===== src/rtl/labft_pkg.sv =====
// LABFT checker shared definitions.
// Width helpers, lane count and the pairing FSM encoding.
package labft_pkg;

    localparam int NUM_LANES = 4;

    typedef enum logic [1:0] {
        IDLE     = 2'd0,
        WAIT_ACC = 2'd1,
        WAIT_DOT = 2'd2,
        PAIR     = 2'd3
    } checker_state_t;

    function automatic int dot_bits(input int in_bits, input int n);
        return 2 * (in_bits + n) + n;
    endfunction

    function automatic int acc_bits(input int in_bits, input int n);
        return 2 * in_bits + 3 * n;
    endfunction

    function automatic int cmp_bits(input int a, input int b);
        return (a > b) ? a : b;
    endfunction

endpackage


===== src/rtl/labft_cmp_lane.sv =====
// One checksum lane: zero-extend both sides and compare.
// The mismatch bit is registered when a compare is pending.
module labft_cmp_lane
    import labft_pkg::*;
#(
    parameter int dotBits = 28,
    parameter int accBits = 28
) (
    input  logic               clk,
    input  logic               rst,
    input  logic               en,
    input  logic [dotBits-1:0] dot,
    input  logic [accBits-1:0] acc,
    output logic               diff,
    output logic               mismatch
);

    localparam int cmpBits = cmp_bits(dotBits, accBits);

    logic [cmpBits-1:0] dot_ext;
    logic [cmpBits-1:0] acc_ext;

    assign dot_ext = cmpBits'(dot);
    assign acc_ext = cmpBits'(acc);
    assign diff    = (dot_ext != acc_ext);

    // Hold the last compare result until the next compare.
    always_ff @(posedge clk) begin
        if (!rst) begin
            mismatch <= 1'b0;
        end else if (en) begin
            mismatch <= diff;
        end
    end

endmodule


===== config.mk =====
export PLATFORM = sky130hd
export DESIGN_NAME = labft_cmp_lane
export DESIGN_NICKNAME = d
export VERILOG_FILES = /design/src/rtl/labft_pkg.sv /design/src/rtl/labft_cmp_lane.sv
export SDC_FILE = /design/constraint.sdc
export NUM_CORES = 1
export LEC_CHECK = 0
export ABC_AREA = 0
export BUFFER_PORTS_ARGS = -buffer_cell sky130_fd_sc_hd__buf_2
export CAP_MARGIN = 20
export CELL_PAD_IN_SITES_DETAIL_PLACEMENT = 0
export CELL_PAD_IN_SITES_GLOBAL_PLACEMENT = 1
export CORE_ASPECT_RATIO = 0.75
export CORE_MARGIN = 2
export CORE_UTILIZATION = 16
export DETAILED_ROUTE_END_ITERATION = 16
export GPL_TIMING_DRIVEN = 0
export PLACE_DENSITY_LB_ADDON = 0.1
export SETUP_SLACK_MARGIN = 0.05
export SKIP_CTS_REPAIR_TIMING = 1
export SLEW_MARGIN = 20
export SYNTH_ARGS = -nofsm -noshare
export SYNTH_HDL_FRONTEND = slang
export SYNTH_SLANG_ARGS = --single-unit

===== constraint.sdc =====
create_clock -name clk -period 2 [get_ports clk]
set_input_delay 0.2 -clock clk [delete_from_list [all_inputs] [get_ports clk]]
set_output_delay 0.2 -clock clk [all_outputs]
set_load 0.005 [all_outputs]

## Yosys cells after proc, flatten, opt, wreduce, memory -nomap -nowiden

Cells that the tools add are included.
W data, S select, Z words.

| word-level totals | value |
|---|---|
| register bits after elaboration | 1 |

| operators by class | value |
|---|---|
| equal/unequal tests | 1 |

Operators by type and width:

| kind | count |
|---|---|
| $ne A28 B28 Y1 | 1 |

## Longest topological paths before layout

Gate-level depths: netlist of run 1.

| depth | value |
|---|---|
| depth after elaboration | 1 |
| mapped depth | 4 |
| gate-level depth less buffers | 4 |

## Worst setup path before layout of run 1

No wires, ideal clock.

| timing path | value |
|---|---|
| kind | input port to output port |
| from | in acc[7] |
| to | out diff |
| data arrival time | 852 ps |
| required time | 1,800 ps |
| path slack | 948 ps |
| cell stages on the path | 4 |
| buffers on the path | 0 |
| path through | xnor2_1 -> nand4_1 -> nor4_2 -> nand3_1 |

| between the ends | value |
|---|---|
| longest elaborated chain between the ends | 1 |

Ends and longest elaborated chain:

| what | RTL line | text |
|---|---|---|
| from (decl) | labft_cmp_lane.sv:13 | `input logic [accBits-1:0] acc,` |
| $ne A28 B28 Y1 | labft_cmp_lane.sv:25 | `assign diff = (dot_ext != acc_ext);` |
| to (decl) | labft_cmp_lane.sv:14 | `output logic diff,` |

Every way passes these cells.

## Worst setup path in the final report of run 1

Same ends and word-level chain as after synthesis.

==> results of run 1 <==
## worst min path at each step
stage	startpoint	endpoint	slack, ns	cells after the start
2_1_floorplan	rst	mismatch	0.34	2
3_3_place_gp	rst	mismatch	0.45	3
3_5_place_dp	rst	mismatch	0.45	3
4_1_cts	rst	mismatch	0.45	3
5_1_grt	rst	mismatch	0.48	3
6_report	rst	mismatch	0.45	3
## layout make-up
type                       count  area (um^2)
tap                           24         30.0
fill                         221         1350
sequential                     1         20.0
timing repair buffer          60          300
multi-input combinational     41          328
## per-stage QoR
stage,area (um^2),total power [uW],hold WS (ns)
CTS,678,148,0.448
floorplan,348,76.7,0.338
global route,678,158,0.476
finish,678,145,0.446
detailed placement,678,147,0.447
global placement,678,146,0.453
## cells in the mapped netlist
master	count
a31oi_1	1
and2_0	1
dfxtp_1	1
nand3_1	1
nand4_1	6
nor2_1	1
nor4_1	1
nor4_2	1
o21ai_0	1
xnor2_1	24
xor2_1	4
## cells by family after synthesis
logic type / Yosys count
AOI/OAI and AO/OA: 2
xor gates and xnor gates: 28
DFF: 1
and+or+nand+nor: 11
## report_power, final
group	internal (uW)	total, uW	switching (uW)
Sequential	21.8	22.3	0.526
Clock	0	0	0
Combinational	79.2	123	43.8
## routing by layer
layer | up-vias | GRT usage, % | share of wire, %
met5 | - | 0 | 0
met4 | 0 | 0 | 0
met3 | 0 | 0.292 | 4.6
met2 | 13 | 16.8 | 57
met1 | 210 | 8.74 | 38
li1 | 266 | - | -
## worst reg2reg max path, stage by stage (launching register included)
cell,delay (ns)
dfxtp_1,0.28
o21ai_0,0.15
a31oi_1,0.05
==> impl_metrics.xml, run 1 <==
<?xml version="1.0" encoding="UTF-8"?>
<metrics>
  <group name="floorplan">
    <metric name="die_height" unit="um">44.4</metric>
    <metric name="coreArea" unit="um^2">2030</metric>
    <metric name="design.die.area" unit="um^2">2570</metric>
    <metric name="die_x" unit="um">57.8</metric>
    <metric name="pin_count" unit="">61</metric>
    <metric name="placementRows" unit="">14</metric>
    <metric name="floorplan.initialDensity" unit="%">17.1</metric>
  </group>
  <group name="global_routing">
    <metric name="global_route_wire_length_before_repair" unit="mm">1.65</metric>
    <metric name="gr-usage-all-layers" unit="%">7.73</metric>
    <metric name="first_global_vias" unit="">440</metric>
    <metric name="grt_start_max_net_pins" unit="">3</metric>
    <metric name="grt_overflow_total" unit="">0</metric>
    <metric name="grt_antenna_before_repair" unit="">0</metric>
  </group>
  <group name="route">
    <metric name="dr.pass1.iters" unit="">2</metric>
    <metric name="wire_per_inst" unit="um">8.52</metric>
    <metric name="via_count_of_the_routed_design" unit="">489</metric>
    <metric name="route.detailed.vias_per_inst" unit="">3.88</metric>
    <metric name="detail_route.drc_violations" unit="">0</metric>
    <metric name="detail_route.wirelength" unit="mm">1.07</metric>
    <metric name="detailedRoute.firstIterationViolations" unit="">1</metric>
    <metric name="postRouteAntennaNets" unit="">0</metric>
  </group>
  <group name="logic_synthesis">
    <metric name="main_combinational_cell_family_by_area_after_synthesis" unit="">XOR/XNOR gates</metric>
    <metric name="synth_compound_area_share" unit="%">3.24</metric>
    <metric name="post_synth_xor_area_fraction" unit="%">70.5</metric>
    <metric name="synth_cell_types" unit="">11</metric>
    <metric name="synthTopCellsByArea" unit="">xnor2_1 (60%), nand4_1 (11%), xor2_1 (10%)</metric>
    <metric name="ys.warnings.count" unit="">0</metric>
    <metric name="synth_mux_area_share" unit="%">0</metric>
    <metric name="postSynthCellCount" unit="">42</metric>
    <metric name="synth_area_leader_cell" unit="">xnor2_1</metric>
    <metric name="post_synthesis_share_of_cell_area_spent_on_and_or_nand_and_nor_gates" unit="%">20.5</metric>
    <metric name="synth-adder-area-share" unit="%">0</metric>
    <metric name="synth-seq-cells" unit="">1</metric>
    <metric name="ys_seq_area_share" unit="%">5.76</metric>
    <metric name="synth.cell_area" unit="um^2">348</metric>
    <metric name="syn_avg_cell_area" unit="um^2">8.28</metric>
    <metric name="yosys.area.top_type_share" unit="%">60.4</metric>
    <metric name="synth_nets" unit="">101</metric>
  </group>
  <group name="sta">
    <metric name="worstMarginPinSlew" unit="ns">0.367</metric>
    <metric name="hold_violations" unit="">0</metric>
    <metric name="finalWorstPathRequiredPeriod" unit="ns">1.38</metric>
    <metric name="timing.clock.skew" unit="ns">0</metric>
    <metric name="maxSlewHeadroom" unit="%">75.3</metric>
    <metric name="period_share" unit="%">68.8</metric>
    <metric name="maxClockFrequency" unit="MHz">727</metric>
    <metric name="final_max_slew_viol_count" unit="">0</metric>
    <metric name="finalWorstSetupSlack" unit="ns">0.624</metric>
    <metric name="final.setup.tns" unit="ns">0</metric>
    <metric name="rsz_0062_raised_after_global_routing" unit="">no</metric>
    <metric name="final-setup-viol-count" unit="">0</metric>
  </group>
  <group name="cells_and_area">
    <metric name="drive_above_1_share" unit="%">59.8</metric>
    <metric name="num_antenna_cells" unit="">0</metric>
    <metric name="design.final.nets" unit="">163</metric>
    <metric name="areaGrowthSynthToFinish" unit="%">95.0</metric>
    <metric name="flip_flop_count_of_the_largest_register_all_copies_and_words_added" unit="">1</metric>
    <metric name="top_regs" unit="">mismatch x1</metric>
    <metric name="layout.cells.most_common" unit="">buf_2</metric>
    <metric name="commonest_non_fill_non_tap_cells_in_the_layout" unit="">buf_2 (60), xnor2_1 (24), nand4_1 (6), xor2_1 (4)</metric>
    <metric name="top_register" unit="">mismatch</metric>
    <metric name="finalNonFillerCells" unit="">126</metric>
    <metric name="util_after_layout" unit="%">33.4</metric>
  </group>
  <group name="critical_path">
    <metric name="startpoint_of_the_worst_slack_reg_to_reg_timing_path" unit="">mismatch</metric>
    <metric name="critical_path.n_buffers_inverters" unit="">2</metric>
    <metric name="worst_ep_arrival_time" unit="ns">1.18</metric>
    <metric name="critical-path-top-cell-by-count" unit="">buf_2</metric>
    <metric name="cpMaxStageDelayCell" unit="">nor4_2</metric>
    <metric name="worst-path-max-fanout" unit="">2</metric>
    <metric name="worstReg2RegEnd" unit="">mismatch</metric>
    <metric name="delay_of_the_slowest_cell_on_the_worst_path" unit="ns">0.34</metric>
    <metric name="setup.reg_to_reg.worst_slack" unit="ns">1.38</metric>
    <metric name="timing.critical_path.depth" unit="">6</metric>
    <metric name="cp-start-kind" unit="">input port</metric>
    <metric name="timing.critical_path.required" unit="ns">1.80</metric>
    <metric name="worstSetupEndpointType" unit="">output port</metric>
    <metric name="endpoint" unit="">diff</metric>
    <metric name="timing.critical_path.max_delay_family" unit="">simple AND/OR/NAND/NOR gates</metric>
    <metric name="worst_r2r_path_depth" unit="">2</metric>
    <metric name="crit_start" unit="">acc[7]</metric>
    <metric name="timing.critical_path.cells" unit="">buf_2, xnor2_1, nand4_1, nor4_2, nand3_1, buf_2</metric>
    <metric name="criticalPathCategory" unit="">in2out</metric>
  </group>
  <group name="clock_network">
    <metric name="cts.reportedPaths.clkPinSlew" unit="ns">0</metric>
    <metric name="clock_insertion_delay_worst_skew" unit="ns">0</metric>
  </group>
  <group name="min_path">
    <metric name="timing.hold.worst.class" unit="">in2reg</metric>
  </group>
  <group name="place">
    <metric name="port-buffer-count" unit="">60</metric>
    <metric name="post-place-ws" unit="ns">0.590</metric>
    <metric name="finalWeightedCongestion" unit="">0.593</metric>
    <metric name="dp_hpwl" unit="mm">1.06</metric>
    <metric name="place_inst" unit="">126</metric>
  </group>
  <group name="run_status">
    <metric name="status" unit="">finished clean</metric>
  </group>
  <group name="job">
    <metric name="maxCapViolations" unit="">0</metric>
  </group>
  <group name="power_and_ir_drop">
    <metric name="vdd_drop_max" unit="mV">0.0722</metric>
    <metric name="p_per_area" unit="nW/um^2">214</metric>
    <metric name="total_leakage_power" unit="uW">0.000319</metric>
  </group>
</metrics>
Power figures use the tool's default switching activity.
==> run 2: changes to the inputs <==
Settings changed: CORE_UTILIZATION 16 to 15.
Clock period 2 ns to 1.4 ns, I/O delays scaled along.
==> impl_metrics.xml, run 2 (synthesis gave the netlist of run 1 again) <==
<?xml version="1.0" encoding="UTF-8"?>
<metrics>
  <group name="floorplan">
    <metric name="die_height" unit="um">45.7</metric>
    <metric name="design.die.area" unit="um^2">2720</metric>
    <metric name="placementRows" unit="">15</metric>
    <metric name="die_x" unit="um">59.6</metric>
    <metric name="coreArea" unit="um^2">2250</metric>
    <metric name="floorplan.initialDensity" unit="%">15.4</metric>
    <metric name="pin_count" unit="">61</metric>
  </group>
  <group name="route">
    <metric name="postRouteAntennaNets" unit="">0</metric>
    <metric name="detailedRoute.firstIterationViolations" unit="">3</metric>
    <metric name="dr.pass1.iters" unit="">2</metric>
    <metric name="route.detailed.vias_per_inst" unit="">3.98</metric>
    <metric name="wire_per_inst" unit="um">9.20</metric>
    <metric name="detail_route.wirelength" unit="mm">1.17</metric>
    <metric name="detail_route.drc_violations" unit="">0</metric>
    <metric name="via_count_of_the_routed_design" unit="">506</metric>
  </group>
  <group name="sta">
    <metric name="final.setup.tns" unit="ns">0</metric>
    <metric name="period_share" unit="%">88.1</metric>
    <metric name="final-setup-viol-count" unit="">0</metric>
    <metric name="finalWorstPathRequiredPeriod" unit="ns">1.23</metric>
    <metric name="final_max_slew_viol_count" unit="">0</metric>
    <metric name="maxSlewHeadroom" unit="%">74.0</metric>
    <metric name="rsz_0062_raised_after_global_routing" unit="">no</metric>
    <metric name="maxClockFrequency" unit="MHz">810</metric>
    <metric name="hold_violations" unit="">0</metric>
    <metric name="timing.clock.skew" unit="ns">0</metric>
    <metric name="worstMarginPinSlew" unit="ns">0.387</metric>
  </group>
  <group name="cells_and_area">
    <metric name="top_register" unit="">mismatch</metric>
    <metric name="num_antenna_cells" unit="">0</metric>
    <metric name="design.final.nets" unit="">163</metric>
    <metric name="commonest_non_fill_non_tap_cells_in_the_layout" unit="">buf_2 (60), xnor2_1 (24), nand4_1 (6), xor2_1 (4)</metric>
    <metric name="layout.cells.most_common" unit="">buf_2</metric>
    <metric name="top_regs" unit="">mismatch x1</metric>
    <metric name="flip_flop_count_of_the_largest_register_all_copies_and_words_added" unit="">1</metric>
    <metric name="areaGrowthSynthToFinish" unit="%">95.3</metric>
    <metric name="drive_above_1_share" unit="%">59.8</metric>
  </group>
  <group name="critical_path">
    <metric name="timing.critical_path.required" unit="ns">1.26</metric>
    <metric name="cp-start-kind" unit="">input port</metric>
    <metric name="worst_ep_arrival_time" unit="ns">1.09</metric>
    <metric name="timing.critical_path.max_delay_family" unit="">simple AND/OR/NAND/NOR gates</metric>
    <metric name="worstSetupEndpointType" unit="">output port</metric>
    <metric name="timing.critical_path.cells" unit="">buf_2, xnor2_1, nand4_1, nor4_2, nand3_1, buf_2</metric>
    <metric name="delay_of_the_slowest_cell_on_the_worst_path" unit="ns">0.33</metric>
    <metric name="critical-path-top-cell-by-count" unit="">buf_2</metric>
    <metric name="cpMaxStageDelayCell" unit="">nor4_2</metric>
    <metric name="critical_path.n_buffers_inverters" unit="">2</metric>
    <metric name="worst-path-max-fanout" unit="">2</metric>
    <metric name="criticalPathCategory" unit="">in2out</metric>
  </group>
  <group name="global_routing">
    <metric name="grt_antenna_before_repair" unit="">0</metric>
    <metric name="gr-usage-all-layers" unit="%">6.99</metric>
    <metric name="grt_overflow_total" unit="">0</metric>
    <metric name="first_global_vias" unit="">391</metric>
    <metric name="grt_start_max_net_pins" unit="">3</metric>
    <metric name="global_route_wire_length_before_repair" unit="mm">1.52</metric>
  </group>
  <group name="run_status">
    <metric name="status" unit="">finished clean</metric>
  </group>
  <group name="power_and_ir_drop">
    <metric name="vdd_drop_max" unit="mV">0.0803</metric>
    <metric name="p_per_area" unit="nW/um^2">307</metric>
    <metric name="total_leakage_power" unit="uW">0.000319</metric>
    <metric name="power" unit="uW">208</metric>
  </group>
  <group name="clock_network">
    <metric name="clock_insertion_delay_worst_skew" unit="ns">0</metric>
    <metric name="cts.reportedPaths.clkPinSlew" unit="ns">0</metric>
  </group>
  <group name="place">
    <metric name="finalWeightedCongestion" unit="">0.614</metric>
    <metric name="dp_hpwl" unit="mm">1.13</metric>
    <metric name="port-buffer-count" unit="">60</metric>
  </group>
  <group name="job">
    <metric name="maxCapViolations" unit="">0</metric>
  </group>
  <group name="min_path">
    <metric name="timing.hold.worst.class" unit="">in2reg</metric>
  </group>
</metrics>
run 2: cell counts in the layout (fill, tap and decap cells not counted):
No cell type changed its count.
run 2: final timing paths:
kind	startpoint	endpoint	slack, ns	depth (start not counted)
setup reg to reg	mismatch	mismatch	0.78	2
hold / removal	rst	mismatch	0.39	3
setup / recovery	acc[12]	diff	0.17	6
hold reg to reg	mismatch	mismatch	0.53	2
run 2: where the power goes:
| group | switching (uW) | internal, uW | leakage (uW) | total (uW) |
|---|---|---|---|---|
| logic | 63.1 | 113 | 0.000311 | 176 |
| clock network | 0 | 0 | 0 | 0 |
| registers | 0.760 | 31.2 | 0.00000839 | 31.9 |
| total | 63.9 | 144 | 0.000319 | 208 |
run 2: final cells by class:
type                       instances  area (um^2)
fill                             249         1570
tap                               25         31.3
multi-input combinational         41          328
timing repair buffer              60          300
sequential                         1         20.0
run 2: metrics by stage:
stage | hold WS [ns] | cell area (um^2) | utilization, % | std cells | setup WS, ns
after floorplan | 0.278 | 348 | - | 42 | 0.463
after global placement | 0.406 | 679 | 30.2 | 127 | 0.103
after detailed placement | 0.394 | 679 | 30.2 | 127 | 0.109
after CTS | 0.395 | 679 | 30.2 | 127 | 0.100
after global routing | 0.436 | 679 | 30.2 | 127 | 0.0615
final | 0.391 | 679 | 30.2 | 127 | 0.166
run 2: worst min-delay path, delay by kind of cell:
kind / cells / cell delay, ns
buffers and inverters: 1 / 0.10
AO/OA/AOI/OAI: 2 / 0.10
run 2: metal layers:
| metal | up-vias | wire, um | track usage (%) |
|---|---|---|---|
| met5 | - | 0 | 0 |
| met4 | 0 | 0 | 0 |
| met3 | 0 | 98 | 0.568 |
| met2 | 17 | 610 | 13.2 |
| met1 | 223 | 461 | 9.27 |
| li1 | 266 | - | - |
